`src/rtl/roi_window_mask.sv`:
```
// Region-of-interest stage: tracks pixel coordinates, evaluates N_WIN programmable windows
// and applies pass / mask / crop / border, with window config swapped only at frame start.
module roi_window_mask #(
  parameter int unsigned     P_W   = 12,
  parameter int unsigned     C_W   = 8,
  parameter int unsigned     IMG_W = 640,
  parameter int unsigned     IMG_H = 480,
  parameter int unsigned     N_WIN = 4,
  parameter logic [C_W-1:0]  BG_R  = '0,
  parameter logic [C_W-1:0]  BG_G  = '0,
  parameter logic [C_W-1:0]  BG_B  = '0,
  parameter logic [C_W-1:0]  BOX_R = '1,
  parameter logic [C_W-1:0]  BOX_G = '0,
  parameter logic [C_W-1:0]  BOX_B = '0,
  parameter int unsigned     I_W   = (N_WIN > 1) ? $clog2(N_WIN) : 1
) (
  input  logic             sys_clk,
  input  logic             sys_rst_n,
  input  logic             i_frame_start,
  input  logic             i_valid,
  input  logic [C_W-1:0]   i_R,
  input  logic [C_W-1:0]   i_G,
  input  logic [C_W-1:0]   i_B,
  input  logic             cfg_we,
  input  logic [I_W-1:0]   cfg_idx,
  input  logic             cfg_en,
  input  logic [P_W-1:0]   cfg_x1,
  input  logic [P_W-1:0]   cfg_x2,
  input  logic [P_W-1:0]   cfg_y1,
  input  logic [P_W-1:0]   cfg_y2,
  input  logic             cfg_mode_we,
  input  logic [1:0]       cfg_mode,
  output logic             o_valid,
  output logic [C_W-1:0]   o_R,
  output logic [C_W-1:0]   o_G,
  output logic [C_W-1:0]   o_B,
  output logic [P_W-1:0]   o_x,
  output logic [P_W-1:0]   o_y,
  output logic [N_WIN-1:0] o_hit,
  output logic             o_eof
);

  typedef enum logic [1:0] {
    MODE_PASS   = 2'd0,
    MODE_MASK   = 2'd1,
    MODE_CROP   = 2'd2,
    MODE_BORDER = 2'd3
  } mode_e;

  localparam logic [P_W-1:0] X_LAST = P_W'(IMG_W - 1);
  localparam logic [P_W-1:0] Y_LAST = P_W'(IMG_H - 1);

  logic [P_W-1:0] x_cnt, y_cnt, cur_x, cur_y;
  logic           commit, cfg_idx_ok;

  // Coordinate of the pixel presented this cycle; frame start forces (0,0).
  assign cur_x      = i_frame_start ? '0 : x_cnt;
  assign cur_y      = i_frame_start ? '0 : y_cnt;
  assign commit     = i_valid && (cur_x == '0) && (cur_y == '0);
  assign cfg_idx_ok = (32'(cfg_idx) < N_WIN);

  always_ff @(posedge sys_clk or negedge sys_rst_n) begin
    if (!sys_rst_n) begin
      x_cnt <= '0;
      y_cnt <= '0;
    end else if (i_valid) begin
      if (cur_x == X_LAST) begin
        x_cnt <= '0;
        y_cnt <= (cur_y == Y_LAST) ? '0 : cur_y + P_W'(1);
      end else begin
        x_cnt <= cur_x + P_W'(1);
        y_cnt <= cur_y;
      end
    end else if (i_frame_start) begin
      x_cnt <= '0;
      y_cnt <= '0;
    end
  end

  logic           pend_en [N_WIN];
  logic [P_W-1:0] pend_x1 [N_WIN];
  logic [P_W-1:0] pend_x2 [N_WIN];
  logic [P_W-1:0] pend_y1 [N_WIN];
  logic [P_W-1:0] pend_y2 [N_WIN];
  mode_e          pend_mode;
  logic           act_en  [N_WIN];
  logic [P_W-1:0] act_x1  [N_WIN];
  logic [P_W-1:0] act_x2  [N_WIN];
  logic [P_W-1:0] act_y1  [N_WIN];
  logic [P_W-1:0] act_y2  [N_WIN];
  mode_e          act_mode;

  // Pending bank: host writes land here at any time.
  always_ff @(posedge sys_clk or negedge sys_rst_n) begin
    if (!sys_rst_n) begin
      for (int unsigned i = 0; i < N_WIN; i++) begin
        pend_en[i] <= 1'b0;
        pend_x1[i] <= '0;
        pend_x2[i] <= '0;
        pend_y1[i] <= '0;
        pend_y2[i] <= '0;
      end
      pend_mode <= MODE_PASS;
    end else begin
      if (cfg_we && cfg_idx_ok) begin
        pend_en[cfg_idx] <= cfg_en;
        pend_x1[cfg_idx] <= cfg_x1;
        pend_x2[cfg_idx] <= cfg_x2;
        pend_y1[cfg_idx] <= cfg_y1;
        pend_y2[cfg_idx] <= cfg_y2;
      end
      if (cfg_mode_we) pend_mode <= mode_e'(cfg_mode);
    end
  end

  // Active bank: copies the pre-write pending state as the (0,0) pixel enters stage 1.
  always_ff @(posedge sys_clk or negedge sys_rst_n) begin
    if (!sys_rst_n) begin
      for (int unsigned i = 0; i < N_WIN; i++) begin
        act_en[i] <= 1'b0;
        act_x1[i] <= '0;
        act_x2[i] <= '0;
        act_y1[i] <= '0;
        act_y2[i] <= '0;
      end
      act_mode <= MODE_PASS;
    end else if (commit) begin
      for (int unsigned i = 0; i < N_WIN; i++) begin
        act_en[i] <= pend_en[i];
        act_x1[i] <= pend_x1[i];
        act_x2[i] <= pend_x2[i];
        act_y1[i] <= pend_y1[i];
        act_y2[i] <= pend_y2[i];
      end
      act_mode <= pend_mode;
    end
  end

  logic           s1_valid, s1_eof;
  logic [C_W-1:0] s1_r, s1_g, s1_b;
  logic [P_W-1:0] s1_x, s1_y;

  always_ff @(posedge sys_clk or negedge sys_rst_n) begin
    if (!sys_rst_n) begin
      s1_valid <= 1'b0;
      s1_eof   <= 1'b0;
      s1_r     <= '0;
      s1_g     <= '0;
      s1_b     <= '0;
      s1_x     <= '0;
      s1_y     <= '0;
    end else begin
      s1_valid <= i_valid;
      if (i_valid) begin
        s1_eof <= (cur_x == X_LAST) && (cur_y == Y_LAST);
        s1_r   <= i_R;
        s1_g   <= i_G;
        s1_b   <= i_B;
        s1_x   <= cur_x;
        s1_y   <= cur_y;
      end
    end
  end

  logic [N_WIN-1:0] win_hit;
  logic             edge_any, keep;
  logic [C_W-1:0]   col_r, col_g, col_b;

  // Window compare; an inverted range can never satisfy both bounds, so it is empty.
  always_comb begin
    win_hit  = '0;
    edge_any = 1'b0;
    for (int unsigned i = 0; i < N_WIN; i++) begin
      if (act_en[i] && (s1_x >= act_x1[i]) && (s1_x <= act_x2[i]) &&
          (s1_y >= act_y1[i]) && (s1_y <= act_y2[i])) begin
        win_hit[i] = 1'b1;
        if ((s1_x == act_x1[i]) || (s1_x == act_x2[i]) ||
            (s1_y == act_y1[i]) || (s1_y == act_y2[i])) edge_any = 1'b1;
      end
    end
  end

  always_comb begin
    keep  = s1_valid;
    col_r = s1_r;
    col_g = s1_g;
    col_b = s1_b;
    case (act_mode)
      MODE_MASK: begin
        if (win_hit == '0) begin
          col_r = BG_R;
          col_g = BG_G;
          col_b = BG_B;
        end
      end
      MODE_CROP: keep = s1_valid && (win_hit != '0);
      MODE_BORDER: begin
        if (edge_any) begin
          col_r = BOX_R;
          col_g = BOX_G;
          col_b = BOX_B;
        end
      end
      default: ;
    endcase
  end

  // Output stage; dropped pixels leave colour, coordinates and hits unchanged.
  always_ff @(posedge sys_clk or negedge sys_rst_n) begin
    if (!sys_rst_n) begin
      o_valid <= 1'b0;
      o_eof   <= 1'b0;
      o_R     <= '0;
      o_G     <= '0;
      o_B     <= '0;
      o_x     <= '0;
      o_y     <= '0;
      o_hit   <= '0;
    end else begin
      o_valid <= keep;
      o_eof   <= keep && s1_eof;
      if (keep) begin
        o_R   <= col_r;
        o_G   <= col_g;
        o_B   <= col_b;
        o_x   <= s1_x;
        o_y   <= s1_y;
        o_hit <= win_hit;
      end
    end
  end

endmodule
```
`config.mk`:
```
export PLATFORM = sky130hd
export DESIGN_NAME = roi_window_mask
export DESIGN_NICKNAME = d
export VERILOG_FILES = /design/src/rtl/roi_window_mask.sv
export SDC_FILE = /design/constraint.sdc
export NUM_CORES = 1
export LEC_CHECK = 0
export ABC_AREA = 1
export BUFFER_PORTS_ARGS = -buffer_cell sky130_fd_sc_hd__buf_2
export CORE_MARGIN = 4
export CORE_UTILIZATION = 66
export DETAILED_ROUTE_END_ITERATION = 7
export HOLD_SLACK_MARGIN = 0.05
export PLACE_DENSITY = 0.85
export SLEW_MARGIN = 10
export SYNTH_ARGS = -nofsm -noshare
export SYNTH_HDL_FRONTEND = slang
export SYNTH_SLANG_ARGS = --single-unit
```
`constraint.sdc`:
```
create_clock -name sys_clk -period 6.1 [get_ports sys_clk]
set_clock_uncertainty 0.1 [all_clocks]
set_input_delay 1.22 -clock sys_clk [delete_from_list [all_inputs] [get_ports sys_clk]]
set_output_delay 1.22 -clock sys_clk [all_outputs]
set_load 0.01 [all_outputs]
```
# Word-level counts from Yosys, hierarchy flattened
# Index checks and enable logic that the tools add are counted.
# word_totals
elab_cells	177
out_inout_bits	54
reg_bits	524
inputBits	83
# classes
n_lt_le_gt_ge	18
n_addsub	2
bitwise	1
n_mux	38
n_eq_ne	21
reduce_logical	38
# ops
operator	n
48-bit bitwise mux	4
12-bit == test	16
12-bit >= comparator	8
12-bit less-or-equal comparator	8
12-bit 2-to-1 mux	8
8-bit 2-to-1 mux	6
8-bit one-hot mux with 2 select lines	3
12-bit by 1-bit adder with 12-bit output, second input constant	2
12-bit demux with 2-bit select	1
12-bit zero test	2
1-bit logical AND	22
1-bit 2-to-1 mux	14
12-bit by 10-bit == test with 1-bit output, second input constant	1
12-bit by 9-bit == test with 1-bit output, second input constant	1
1-bit logical OR	12
4-bit bitwise mux	1
2-bit == test, second input constant	2
4-bit zero test	1
4-bit nonzero test	1
3-bit >= comparator, second input constant	1
3-bit by 1-bit less-than comparator with 1-bit output, second input constant	1
2-bit NOT with 3-bit output	1
1-bit demux with 2-bit select	1
2-bit by 1-bit == test with 1-bit output, second input constant	1

# Depth between registers and ports, before layout
# Gate-level depths: netlist of run 1.
# logic_depth
word_depth	14
depth_mapped	20
ltp_nobuf	19

# Worst setup path after synthesis of run 1
# No wires, ideal clock.
# synth_path
kind	input -> register
startpoint	input port i_frame_start
endpoint	register y_cnt[11]
path_stages	13
required_ns	5.876
slack_ns	3.103
path_buffers	1
setup_time_ns	0.124
t_arrival_ns	2.773
path_cell_list	inv_2 -> buf_6 -> nand2_1 -> inv_1 -> ha_1 -> nand4_1 -> nor2_1 -> nand2_2 -> nor2_1 -> nand4_1 -> nor3_1 -> nand4_1 -> xor2_1
# synth_via
elab_cells_between_ends	8
cone_classes	1 x add/sub; 2 x eq/ne; 5 x mux
# synth_rtl
element	line_no	rtl
start, declared	19	input logic i_frame_start,
12-bit 2-to-1 mux	n/a	
named net cur_x[1]	53	logic [P_W-1:0] x_cnt, y_cnt, cur_x, cur_y;
12-bit by 10-bit == test with 1-bit output	67	if (cur_x == X_LAST) begin
12-bit 2-to-1 mux	67	
12-bit 2-to-1 mux	66	end else if (i_valid) begin
end signal, assigned	69	y_cnt <= (cur_y == Y_LAST) ? '0 : cur_y + P_W'(1);
end signal, assigned	72	y_cnt <= cur_y;
end, declared	53	
# The timed path passes the listed nets, and every way through them passes these cells.
# A chain may end at the register's enable or synchronous reset.

# Worst setup path in the final report of run 1
# layout_path
startpoint	register s1_y[11]
endpoint	register o_R[6]
# layout_via
elab_chain_cells	13
elab_cells_between_ends	51
cone_classes	8 x order compare; 8 x eq/ne; 16 x mux; 19 x reduce/logical
# layout_lines
element	line_no	rtl
start, declared	141	logic [P_W-1:0] s1_x, s1_y;
start signal, assigned	160	s1_y <= cur_y;
parallel branches: the longest is 13 deep, another holds 12-bit >= comparator	n/a	
end signal, assigned	223	o_R <= col_r;
end, declared	34	output logic [C_W-1:0] o_R,
# Parallel ways; which one is timed is not known.

==> metrics.md, run 1 <==
| Metric | Value |
|---|---|
| Nets@finish | 3208 |
| Core Region | 36900 µm² |
| Final setup violation count | 0 |
| Worst Setup Start Kind | flop |
| Worst skew pair latency | 0.60 ns |
| Post-synth top cells | nand2_1, dfrtp_1, inv_1 |
| Wirelength, routed | 60.4 mm |
| Syn Inst Count | 2834 |
| First-pass GRT wire length | 99.3 mm |
| Yosys top cell by area | dfrtp_1 |
| Post-DP HPWL | 39.8 mm |
| Maximum clock frequency | 0.237 GHz |
| Hold_ws | 0.374 ns |
| GRT overflow | 0 |
| Yosys reg bits | 524 |
| WS Path Type | flop to flop |
| Fin. Hold Viols | 0 |
| Vias in the first global route | 19.8k |
| Crit path required time | 6.50 ns |
| Hold/Removal Path Class | flop to flop |
| Clock Path Buffers | 3 |
| Synthesized area per cell | 8.75 µm² |
| Pleak | 15.1 nW |
| Layout area overhead | 11.0% |
| XOR/XNOR Fraction of Synth Area | 0.00353 |
| Fillers | 2580 |
| CP Data Arrival Time | 4.62 ns |
| Simple-gate share of the synthesized area | 0.174 |
| Drt drc | 0 |
| Cts bufs inserted | 52 |
| Crit Path Max Fanout | 62 |
| Area share of fa/ha/maj cells after synthesis | 0.0989 |
| Fin crit period | 4.22 ns |
| TNS Setup | 0 ns |
| Total track usage | 0.297 |
| Initial antenna violation count | 2 |
| Hold_buf cts | 0 |
| Root buf cell | clkbuf_16 |
| Largest net degree at the start of global routing | 127 |
| First drt pass iteration count | 7 |
| Power per cell area | 332 nW/µm² |
| Vias | 19.6k |
| Warnings from Yosys | 0 |
| Post CTS Setup Buffer Count | 0 |
| Asr flop ratio synth | 1.00 |
| Maximum level of the CTS H-tree | 2 |
| Max rail drop VDD | 0.243 mV |
| CTS tree | built |
| Routed WL per cell | 17.4 µm |
| Number of flops mapped to enable cells by yosys | 0 |
| # IOs | 137 |
| Count of pins over their slew limit | 0 |
| Net count after synthesis | 3113 |
| Slew HR | 0.205 |
| Chip width | 202 µm |
| Worst Tran Pin Value | 1.19 ns |
| Most common cell in the netlist | nand2_1 |
| Period utilisation layout | 0.692 |
| Top cell type's share of synthesized area | 0.529 |
| Initial drt markers | 1367 |
| Placer congestion estimate | 0.888 |
| Max_cap viols | 0 |
| Initial core utilization | 0.673 |
| Port Buffers | 136 |
| CTS sink count | 524 |
| CTS clock-pin slew for the worst setup and hold paths | 0.06 ns |
| Row cnt | 70 |
| Ys flop type | dfrtp_1 |
| Share of cells above drive strength 1 | 0.0829 |
| Flop-to-flop setup slack | 1.88 ns |
| Status | finished clean |
| Die area | 40800 µm² |
| Vert. Die Dim | 202 µm |
| Multiplexer area fraction after synthesis | 0.00908 |
| Mapped Area | 24800 µm² |
| Yosys cell types | 37 |
| Crit path capture type | flop |
| Synth Area in Compound Gates | 0.107 |
| Antenna viol nets, final | 0 |
| Unrepaired setup endpoints after global routing | no |
| Post-cts sizing count | 0 |
| DR vias/cell | 5.64 |
| Largest family of logic cells by synthesized area | simple AND/OR/NAND/NOR gates |
| Post-synthesis sequential area ratio | 0.529 |
| Dominant cells by area after synthesis | dfrtp_1, nand2_1, ha_1 |
state kept, by name (all words and copies together) (netlist names), 8 cells and up:
name	count
s1_r	8
pend_x2	48
pend_y2	48
o_G	8
pend_x1	48
o_B	8
x_cnt	12
s1_x	12
s1_y	12
y_cnt	12
act_y2	48
o_R	8
pend_y1	48
s1_g	8
act_y1	48
o_y	12
act_x2	48
act_x1	48
s1_b	8
o_x	12
layout by cell type, fill, tap and decap left out, types with 8 or more instances in the layout:
cell type  count
o21ai_0      247
buf_4         10
nand3_1       50
xor2_1         9
clkbuf_16     53
inv_1        377
clkbuf_1      14
nand4_1       44
a21o_1         8
ha_1         196
mux2_1        20
o21bai_1      10
buf_2        135
nand2_1      674
nor3_1        10
dfrtp_1      524
nor2_1       276
clkbuf_8      11
a21oi_1      241
worst max-delay path, cell delays in order (launching register included):
cell and delay [ns]:
dfrtp_1 0.67, ha_1 0.46, nand2_1 0.07, nor2_1 0.18, nand2_1 0.12, nor2_1 0.26
nor2_1 0.09, nand3_1 0.18, nand3_1 0.11, nor2_1 0.21, nor2_1 0.10, nand3_1 0.10
nand2_2 0.06, buf_4 0.30, inv_2 0.67, nand3_1 0.18, nand2_1 0.12, inv_1 0.05
power by group:
part	internal (mW)	switching [mW]
clock network	1.90	1.34
logic	0.555	1.03
registers	4.07	0.267
cell families after synthesis:
family                   count (synthesis)
AO/OA/AOI/OAI                          516
XOR/XNOR                                10
adder cells (fa/ha/maj)                196
buffers and inverters                  489
flip-flops                             524
multiplexers                            20
AND/OR/NAND/NOR                       1079
per-layer routing:
metal | global-route usage | share of wire | up-vias
met5 | 0 | 0 | -
met4 | 0.137 | 0.048 | 0
met3 | 0.0425 | 0.065 | 179
met2 | 0.504 | 0.49 | 724
met1 | 0.382 | 0.40 | 9489
li1 | - | - | 9210
final timing paths:
check                                      from  depth (start not counted)                 endpoint
max                        s1_y[11]$_DFFE_PN0P_                         17       o_R[6]$_DFFE_PN0P_
min                          o_G[6]$_DFFE_PN0P_                          2       o_G[6]$_DFFE_PN0P_
max reg2reg                s1_y[11]$_DFFE_PN0P_                         17       o_R[6]$_DFFE_PN0P_
min reg2reg                  o_G[6]$_DFFE_PN0P_                          2       o_G[6]$_DFFE_PN0P_
max in group asynchronous             sys_rst_n                          2   act_x1[39]$_DFFE_PN0P_
min in group asynchronous             sys_rst_n                          1  pend_y1[30]$_DFFE_PN0P_
per-stage QoR:
step | cells | instance area [µm²] | worst slack, ns | power (mW) | util
4_1_cts | 3472 | 27500 | 1.97 | 9.18 | 0.746
2_1_floorplan | 2834 | 24800 | 3.10 | 5.42 | -
3_5_place_dp | 3379 | 25800 | 2.00 | 5.92 | 0.700
3_3_place_gp | 3379 | 25800 | 2.14 | 5.79 | 0.700
6_report | 3474 | 27500 | 1.88 | 9.15 | 0.747
5_1_grt | 3474 | 27500 | 1.69 | 9.64 | 0.747
layout make-up:
type | count | area (µm²) | share of cell area
Sequential cell | 524 | 13100 | 0.476
Clock buffer | 78 | 1530 | 0.0556
Inverter | 380 | 1430 | 0.0518
Tap cell | 504 | 631 | 0.0229
Antenna cell | 2 | 5.00 | 0.000182
Clock inverter | 15 | 194 | 0.00704
Timing Repair Buffer | 150 | 846 | 0.0307
Multi-Input combinational cell | 1821 | 9790 | 0.355
(Power assumes the default switching activity.)
==> inputs of run 2 (changes only) <==
- CORE_UTILIZATION: 66 -> 61
- PLACE_DENSITY: 0.85 -> 0.8
- clock period: 6.1 -> 3.95 ns (I/O delays scaled with it)
==> run 2 against run 1 <==
Against the previous run: flip-flop and latch count unchanged; die area increased by 7.9%; setup slack got worse by 1.2 ns; clock power increased by 66%; critical path depth decreased by 1; maximum frequency increased by 29%; largest cell class unchanged.
==> metrics.md, run 2 (synthesis results as in run 1) <==
| Metric | Value |
|---|---|
| Total track usage | 0.283 (-0.0142) |
| Antenna viol nets, final | 0 (unchanged) |
| CTS sink count | 524 (unchanged) |
| Initial drt markers | 1777 (+30%) |
| Most common cell after layout, fill and taps aside | nand2_1 |
| Max rail drop VDD | 0.404 mV (+66%) |
| Slew HR | 0.500 (+0.295) |
| CTS tree | built |
| Post-cts sizing count | 0 (unchanged) |
| Period utilisation layout | 0.831 (+0.140) |
| Setup WS post-layout | 0.666 ns (-1.21 ns) |
| Root buf cell | clkbuf_16 |
| Unrepaired setup endpoints after global routing | no |
| DP Cell Count | 3411 (+0.95%) |
| Port Buffers | 136 (unchanged) |
| DR vias/cell | 5.59 (-0.85%) |
| Largest net degree at the start of global routing | 97 (-24%) |
| Post CTS Setup Buffer Count | 0 (unchanged) |
| Place WS | 0.548 ns (-1.46 ns) |
| Core Region | 40000 µm² (+8.5%) |
| Placer congestion estimate | 0.915 (+3.0%) |
| Vert. Die Dim | 210 µm (+3.9%) |
| Final core occ | 0.696 (-0.0505) |
| CP Data Arrival Time | 3.67 ns (-0.95 ns) |
| Drt drc | 0 (unchanged) |
| Vias | 19.6k (+0.15%) |
| Pleak | 15.3 nW (+1.1%) |
| Power per cell area | 523 nW/µm² (+57%) |
| Worst skew pair latency | 0.60 ns (about the same) |
| Cell Count, Final, Fillers Out | 3509 (+1.0%) |
| Fin crit period | 3.28 ns (-0.936 ns) |
| Crit-path cells | ha_1 -> nand2_1 -> nor2_1 -> and2_1 -> nand2_1 -> nand3_1 -> nand2_1 -> nand2_1 -> nor2_1 -> nor2_1 -> nand3_1 -> nand2_2 -> buf_4 -> nand2_1 -> nand2_1 -> inv_1 |
| Maximum level of the CTS H-tree | 2 (unchanged) |
| WS Path Type | flop to flop |
| Cts bufs inserted | 52 (unchanged) |
| Status | finished clean |
| Cell repeated most along the worst path | nand2_1 |
| Hold/Removal Path Class | input pin to asynchronous set/reset pin |
| Nets@finish | 3219 (+0.34%) |
| Routed WL per cell | 17.8 µm (+2.3%) |
| Initial antenna violation count | 1 (-1) |
| Worst Tran Pin Value | 0.751 ns (-0.442 ns) |
| Commonest cells after routing, fill and taps aside | nand2_1, dfrtp_1, inv_1 |
| CTS clock-pin slew for the worst setup and hold paths | 0.06 ns (about the same) |
| Met3 usage | 0.0356 (-0.00694) |
| Wirelength, routed | 62.4 mm (+3.3%) |
| M2 GR Usage | 0.492 (-0.0121) |
| Crit path capture type | flop |
| Max_cap viols | 0 (unchanged) |
| Crit Path Max Fanout | 61 (-1.6%) |
| Worst Setup Start Kind | flop |
| Initial core utilization | 0.620 (-0.0527) |
| Die area | 44000 µm² (+7.9%) |
| Busiest grt layer | met2 |
| Vias in the first global route | 20.0k (+0.90%) |
| GRT overflow | 0 (unchanged) |
| Share of cells above drive strength 1 | 0.0898 (+0.00696) |
| CP peak stage delay | 0.59 ns (-0.08 ns) |
| Fin. Hold Viols | 0 (unchanged) |
| First drt pass iteration count | 6 (-1) |
| M1 GR Usage | 0.364 (-0.0181) |
| Critical path's slowest cell | dfrtp_1 |
| Layout area overhead | 12.3% |
| TNS Setup | 0 ns (unchanged) |
| Post-DP HPWL | 42.2 mm (+6.0%) |
| Pwr Total | 14.6 mW (+59%) |
| First-pass GRT wire length | 101 mm (+2.1%) |
| Row cnt | 73 (+4.3%) |
| Final setup violation count | 0 (unchanged) |
| Chip width | 210 µm (+3.9%) |
| # IOs | 137 (unchanged) |
| Count of pins over their slew limit | 0 (unchanged) |
| Crit path required time | 4.34 ns (-2.16 ns) |
| Maximum clock frequency | 0.305 GHz (+29%) |
| Hold_buf cts | 0 (unchanged) |
| Clock Path Buffers | 3 (unchanged) |
-- run 2: cell count changes in the layout (fill, tap and decap cells not counted), sizes merged --
cell | before | now
bufinv | 4 | 9
clkinv | 7 | 17
clkbuf | 78 | 69
inv | 381 | 379
diode | 2 | 1
buf | 150 | 161
-- run 2: final timing paths --
check | startpoint | end | slack (ns) | cells past startpoint
max in group asynchronous | sys_rst_n | s1_r[5]$_DFFE_PN0P_ | 2.63 | 2
min | sys_rst_n | pend_y1[6]$_DFFE_PN0P_ | 0.12 | 1
min in group sys_clk | i_B[0] | s1_b[0]$_DFFE_PN0P_ | 0.29 | 3
max reg2reg | s1_x[11]$_DFFE_PN0P_ | o_R[6]$_DFFE_PN0P_ | 0.67 | 16
max | s1_x[11]$_DFFE_PN0P_ | o_R[6]$_DFFE_PN0P_ | 0.67 | 16
min reg2reg | s1_r[4]$_DFFE_PN0P_ | s1_r[4]$_DFFE_PN0P_ | 0.37 | 2
-- run 2: worst max-delay path, delay by kind of cell, from the launching register on --
| family | cells | cell delay, ns |
|---|---|---|
| buffers and inverters | 2 | 0.55 |
| and+or+nand+nor | 13 | 1.48 |
| DFF | 1 | 0.59 |
| adders and majority gates | 1 | 0.41 |
-- run 2: final cells by class --
class / instances / area [µm²]
antenna: 1 / 2.50
multi-input combinational: 1821 / 9790
sequential: 524 / 13100
inverter: 380 / 1430
timing repair buffer: 161 / 991
tap: 525 / 657
fill: 3005 / 12200
clock inverter: 28 / 388
clock buffer: 69 / 1490
-- run 2: per-stage QoR --
stage	hold WS, ns	cell area, µm²
6_report	0.116	27900
5_1_grt	0.182	27900
4_1_cts	0.137	27800
3_5_place_dp	0.359	26000
3_3_place_gp	0.355	26000
2_1_floorplan	0.342	24800
-- run 2: routing by layer --
metal / vias up / part of all wire
met4: 0 / 0.039
li1: 9253 / -
met5: - / 0
met2: 607 / 0.50
met1: 9607 / 0.41
met3: 165 / 0.053
-- run 2: report_power, final --
group / internal [mW] / switching (mW) / leakage (nW)
Clock: 3.24 / 2.14 / 0.925
Combinational: 0.879 / 1.62 / 7.87
Sequential: 6.28 / 0.418 / 6.47
==> inputs of run 3 (changes only) <==
- CORE_UTILIZATION: 61 -> 55
- PLACE_DENSITY: 0.8 -> 0.76
- clock period: 3.95 -> 2.7 ns (I/O delays scaled with it)
==> run 3 against run 2 <==
Against the previous run: the run now ends with setup timing left; cell area grew 9.4%; wire length up 9.9%; combinational power up 70%; critical path depth is 1 higher; flip-flop and latch count unchanged; via count up 4.4%; die area is 10% higher; critical endpoint is now o_R[7]$_DFFE_PN0P_.
==> metrics.md, run 3 (synthesis results as in run 1) <==
| Metric | Value |
|---|---|
| Post-DP HPWL | 45.5 mm (+7.9%) |
| CTS sink count | 524 (unchanged) |
| Failing checks | setup timing |
| Cell repeated most along the worst path | nand3_2 |
| Largest net degree at the start of global routing | 99 (+2.1%) |
| P_sw | 6.46 mW (+55%) |
| DR vias/cell | 5.45 (-2.6%) |
| Final setup violation count | 51 (+51) |
| Power per cell area | 711 nW/µm² (+36%) |
| Chip width | 220 µm (+5.1%) |
| Crit path required time | 3.11 ns (-1.23 ns) |
| Worst Tran Pin Value | 1.08 ns (+0.328 ns) |
| Count of pins over their slew limit | 0 (unchanged) |
| Setup WS post-layout | -0.123 ns (-0.789 ns) |
| TNS Setup | -2.98 ns (-2.98 ns) |
| Vias in the first global route | 20.0k (+0.17%) |
| Crit path capture type | flop |
| Initial antenna violation count | 2 (+1) |
| Nets@finish | 3406 (+5.8%) |
| Unrepaired setup endpoints after global routing | yes |
| Worst skew pair latency | 0.62 ns (+0.02 ns) |
| Register share of total power | 0.453 (-0.007) |
| Slew HR | 0.281 (-0.219) |
| Max_cap viols | 0 (unchanged) |
| CTS clock-pin slew for the worst setup and hold paths | 0.06 ns (about the same) |
| Die area | 48600 µm² (+10%) |
| Buf/Inv on CP | 5 (+3) |
| First-pass GRT wire length | 104 mm (+2.9%) |
| Pwr Total | 21.7 mW (+49%) |
| Layout area overhead | 22.8% |
| Status | finished, violations left |
| Placer congestion estimate | 0.895 (-2.2%) |
| Fin. Hold Viols | 0 (unchanged) |
| Root buf cell | clkbuf_16 |
| Vert. Die Dim | 220 µm (+5.1%) |
| CP Data Arrival Time | 3.24 ns (-0.43 ns) |
| Core Region | 44400 µm² (+11%) |
| Place WS | -0.299 ns (-0.847 ns) |
| Pleak | 16.3 nW (+6.7%) |
| Multi-input logic area | 10500 µm² (+7.3%) |
| Max rail drop VDD | 0.553 mV (+37%) |
| Share of cells above drive strength 1 | 0.177 (+0.0871) |
| # IOs | 137 (unchanged) |
| Hold/Removal Path Class | input pin to flop |
| Clock network fraction of design power | 0.350 (-0.019) |
| Register area | 13100 µm² (+0.21%) |
| Period utilisation layout | 1.05 (+0.214) |
| Drt drc | 0 (unchanged) |
| P_int | 15.2 mW (+46%) |
| Wirelength, routed | 68.5 mm (+9.9%) |
| Fillers | 3384 (+13%) |
| CP delay by family, top | simple AND/OR/NAND/NOR gates |
| Initial drt markers | 1986 (+12%) |
| Routed WL per cell | 18.2 µm (+2.5%) |
| Cts bufs inserted | 53 (+1.9%) |
| Critical path's slowest cell | dfrtp_2 |
| Worst Setup Start Kind | flop |
| Commonest cells after routing, fill and taps aside | nand2_1, dfrtp_1, inv_1 |
| Initial core utilization | 0.559 (-0.0615) |
| Clock Path Buffers | 3 (unchanged) |
| Port Buffers | 136 (unchanged) |
| CP peak stage delay | 0.49 ns (-0.10 ns) |
| Crit Path Max Fanout | 7 (-89%) |
| Most common cell after layout, fill and taps aside | nand2_1 |
| First drt pass iteration count | 6 (unchanged) |
| Combinational power share | 0.197 (+0.025) |
| Vias | 20.5k (+4.4%) |
| Maximum level of the CTS H-tree | 2 (unchanged) |
| Maximum clock frequency | 0.354 GHz (+16%) |
| Row cnt | 77 (+5.5%) |
| Antenna viol nets, final | 0 (unchanged) |
| WS Path Type | flop to flop |
| Crit-path cells | buf_6 -> ha_1 -> nand4_1 -> nor2_2 -> nand2_1 -> nand3_1 -> nand3_2 -> nor2_4 -> buf_6 -> nor2_4 -> nand3_2 -> nand2_4 -> inv_8 -> buf_12 -> nand3_2 -> nand2_1 -> inv_1 |
| Total track usage | 0.271 (-0.0122) |
| GRT overflow | 0 (unchanged) |
| Sw frac | 0.298 (+0.0115) |
| Fin crit period | 2.82 ns (-0.461 ns) |
| CTS tree | built |
[run 3: changes by cell type in the layout (fill, tap and decap cells not counted), sizes merged]
cell,delta
inv,+3
bufinv,-3
clkinvlp,-2
clkbuf,+11
clkinv,-2
dlygate4sd3,+29
diode,+1
buf,+151
[run 3: final cells by class]
type,instances,area share
clock inverters,24,0.0102
inverters,380,0.0471
clock buffers,74,0.0488
flip-flops and latches,524,0.431
diodes,2,0.000164
well taps,592,0.0243
multi-input cells,1821,0.345
repair buffers,347,0.0935
[run 3: path summary, 6_finish.rpt]
check	start	to	slack, ns	cells past startpoint
setup / recovery	s1_y[9]$_DFFE_PN0P_	o_R[7]$_DFFE_PN0P_	-0.12	17
hold / removal	cfg_x2[9]	pend_x2[33]$_DFFE_PN0P_	0.12	3
setup reg to reg	s1_y[9]$_DFFE_PN0P_	o_R[7]$_DFFE_PN0P_	-0.12	17
hold reg to reg	o_y[3]$_DFFE_PN0P_	o_y[3]$_DFFE_PN0P_	0.37	2
max in group asynchronous	sys_rst_n	s1_x[8]$_DFFE_PN0P_	1.23	3
min in group asynchronous	sys_rst_n	o_G[4]$_DFFE_PN0P_	0.36	2
[run 3: per-layer routing]
layer / part of all wire / wire length, µm / global-route usage / vias to the layer above
met2: 0.49 / 33500 / 0.448 / 726
met1: 0.42 / 28600 / 0.364 / 9980
met4: 0.039 / 2680 / 0.105 / 0
met5: 0 / 0 / 0 / -
met3: 0.056 / 3820 / 0.0397 / 161
li1: - / - / - / 9635
[run 3: repair_timing]
| item | in CTS | in global routing |
|---|---|---|
| endpoints found under the hold margin | 67 | 0 |
| gates cloned | 0 | 7 |
| setup buffers | 10 | 32 |
| pin swaps | 6 | 72 |
| hold buffers | 29 | 0 |
| endpoints found under the setup margin | 54 | 54 |
| resized for setup | 33 | 166 |
[run 3: per-stage QoR]
step           utilization  hold slack [ns]  instances  instance area, µm²
2_1_floorplan            -            0.144       2834               24800
3_3_place_gp         0.609            0.356       3587               27000
3_5_place_dp         0.609            0.359       3587               27000
4_1_cts              0.659           0.0996       3724               29300
5_1_grt              0.686            0.134       3764               30500
6_report             0.686            0.124       3764               30500
[run 3: power groups by stage]
| stage | clock [mW] | combinational [mW] | sequential (mW) |
|---|---|---|---|
| final | 7.59 | 4.26 | 9.81 |
| after global routing | 8.05 | 4.83 | 9.94 |
| after CTS | 7.70 | 3.93 | 9.79 |
| after detailed placement | 0 | 3.84 | 9.91 |
| after global placement | 0 | 3.66 | 9.86 |
| after floorplan | 0 | 2.47 | 9.78 |
[run 3: worst register-to-register path, stage by stage, from the launching register on]
cell and delay (ns):
dfrtp_2 0.49, buf_6 0.18, ha_1 0.30, nand4_1 0.17, nor2_2 0.15, nand2_1 0.08
nand3_1 0.15, nand3_2 0.13, nor2_4 0.18, buf_6 0.13, nor2_4 0.03, nand3_2 0.09
nand2_4 0.10, inv_8 0.11, buf_12 0.13, nand3_2 0.08, nand2_1 0.08, inv_1 0.04
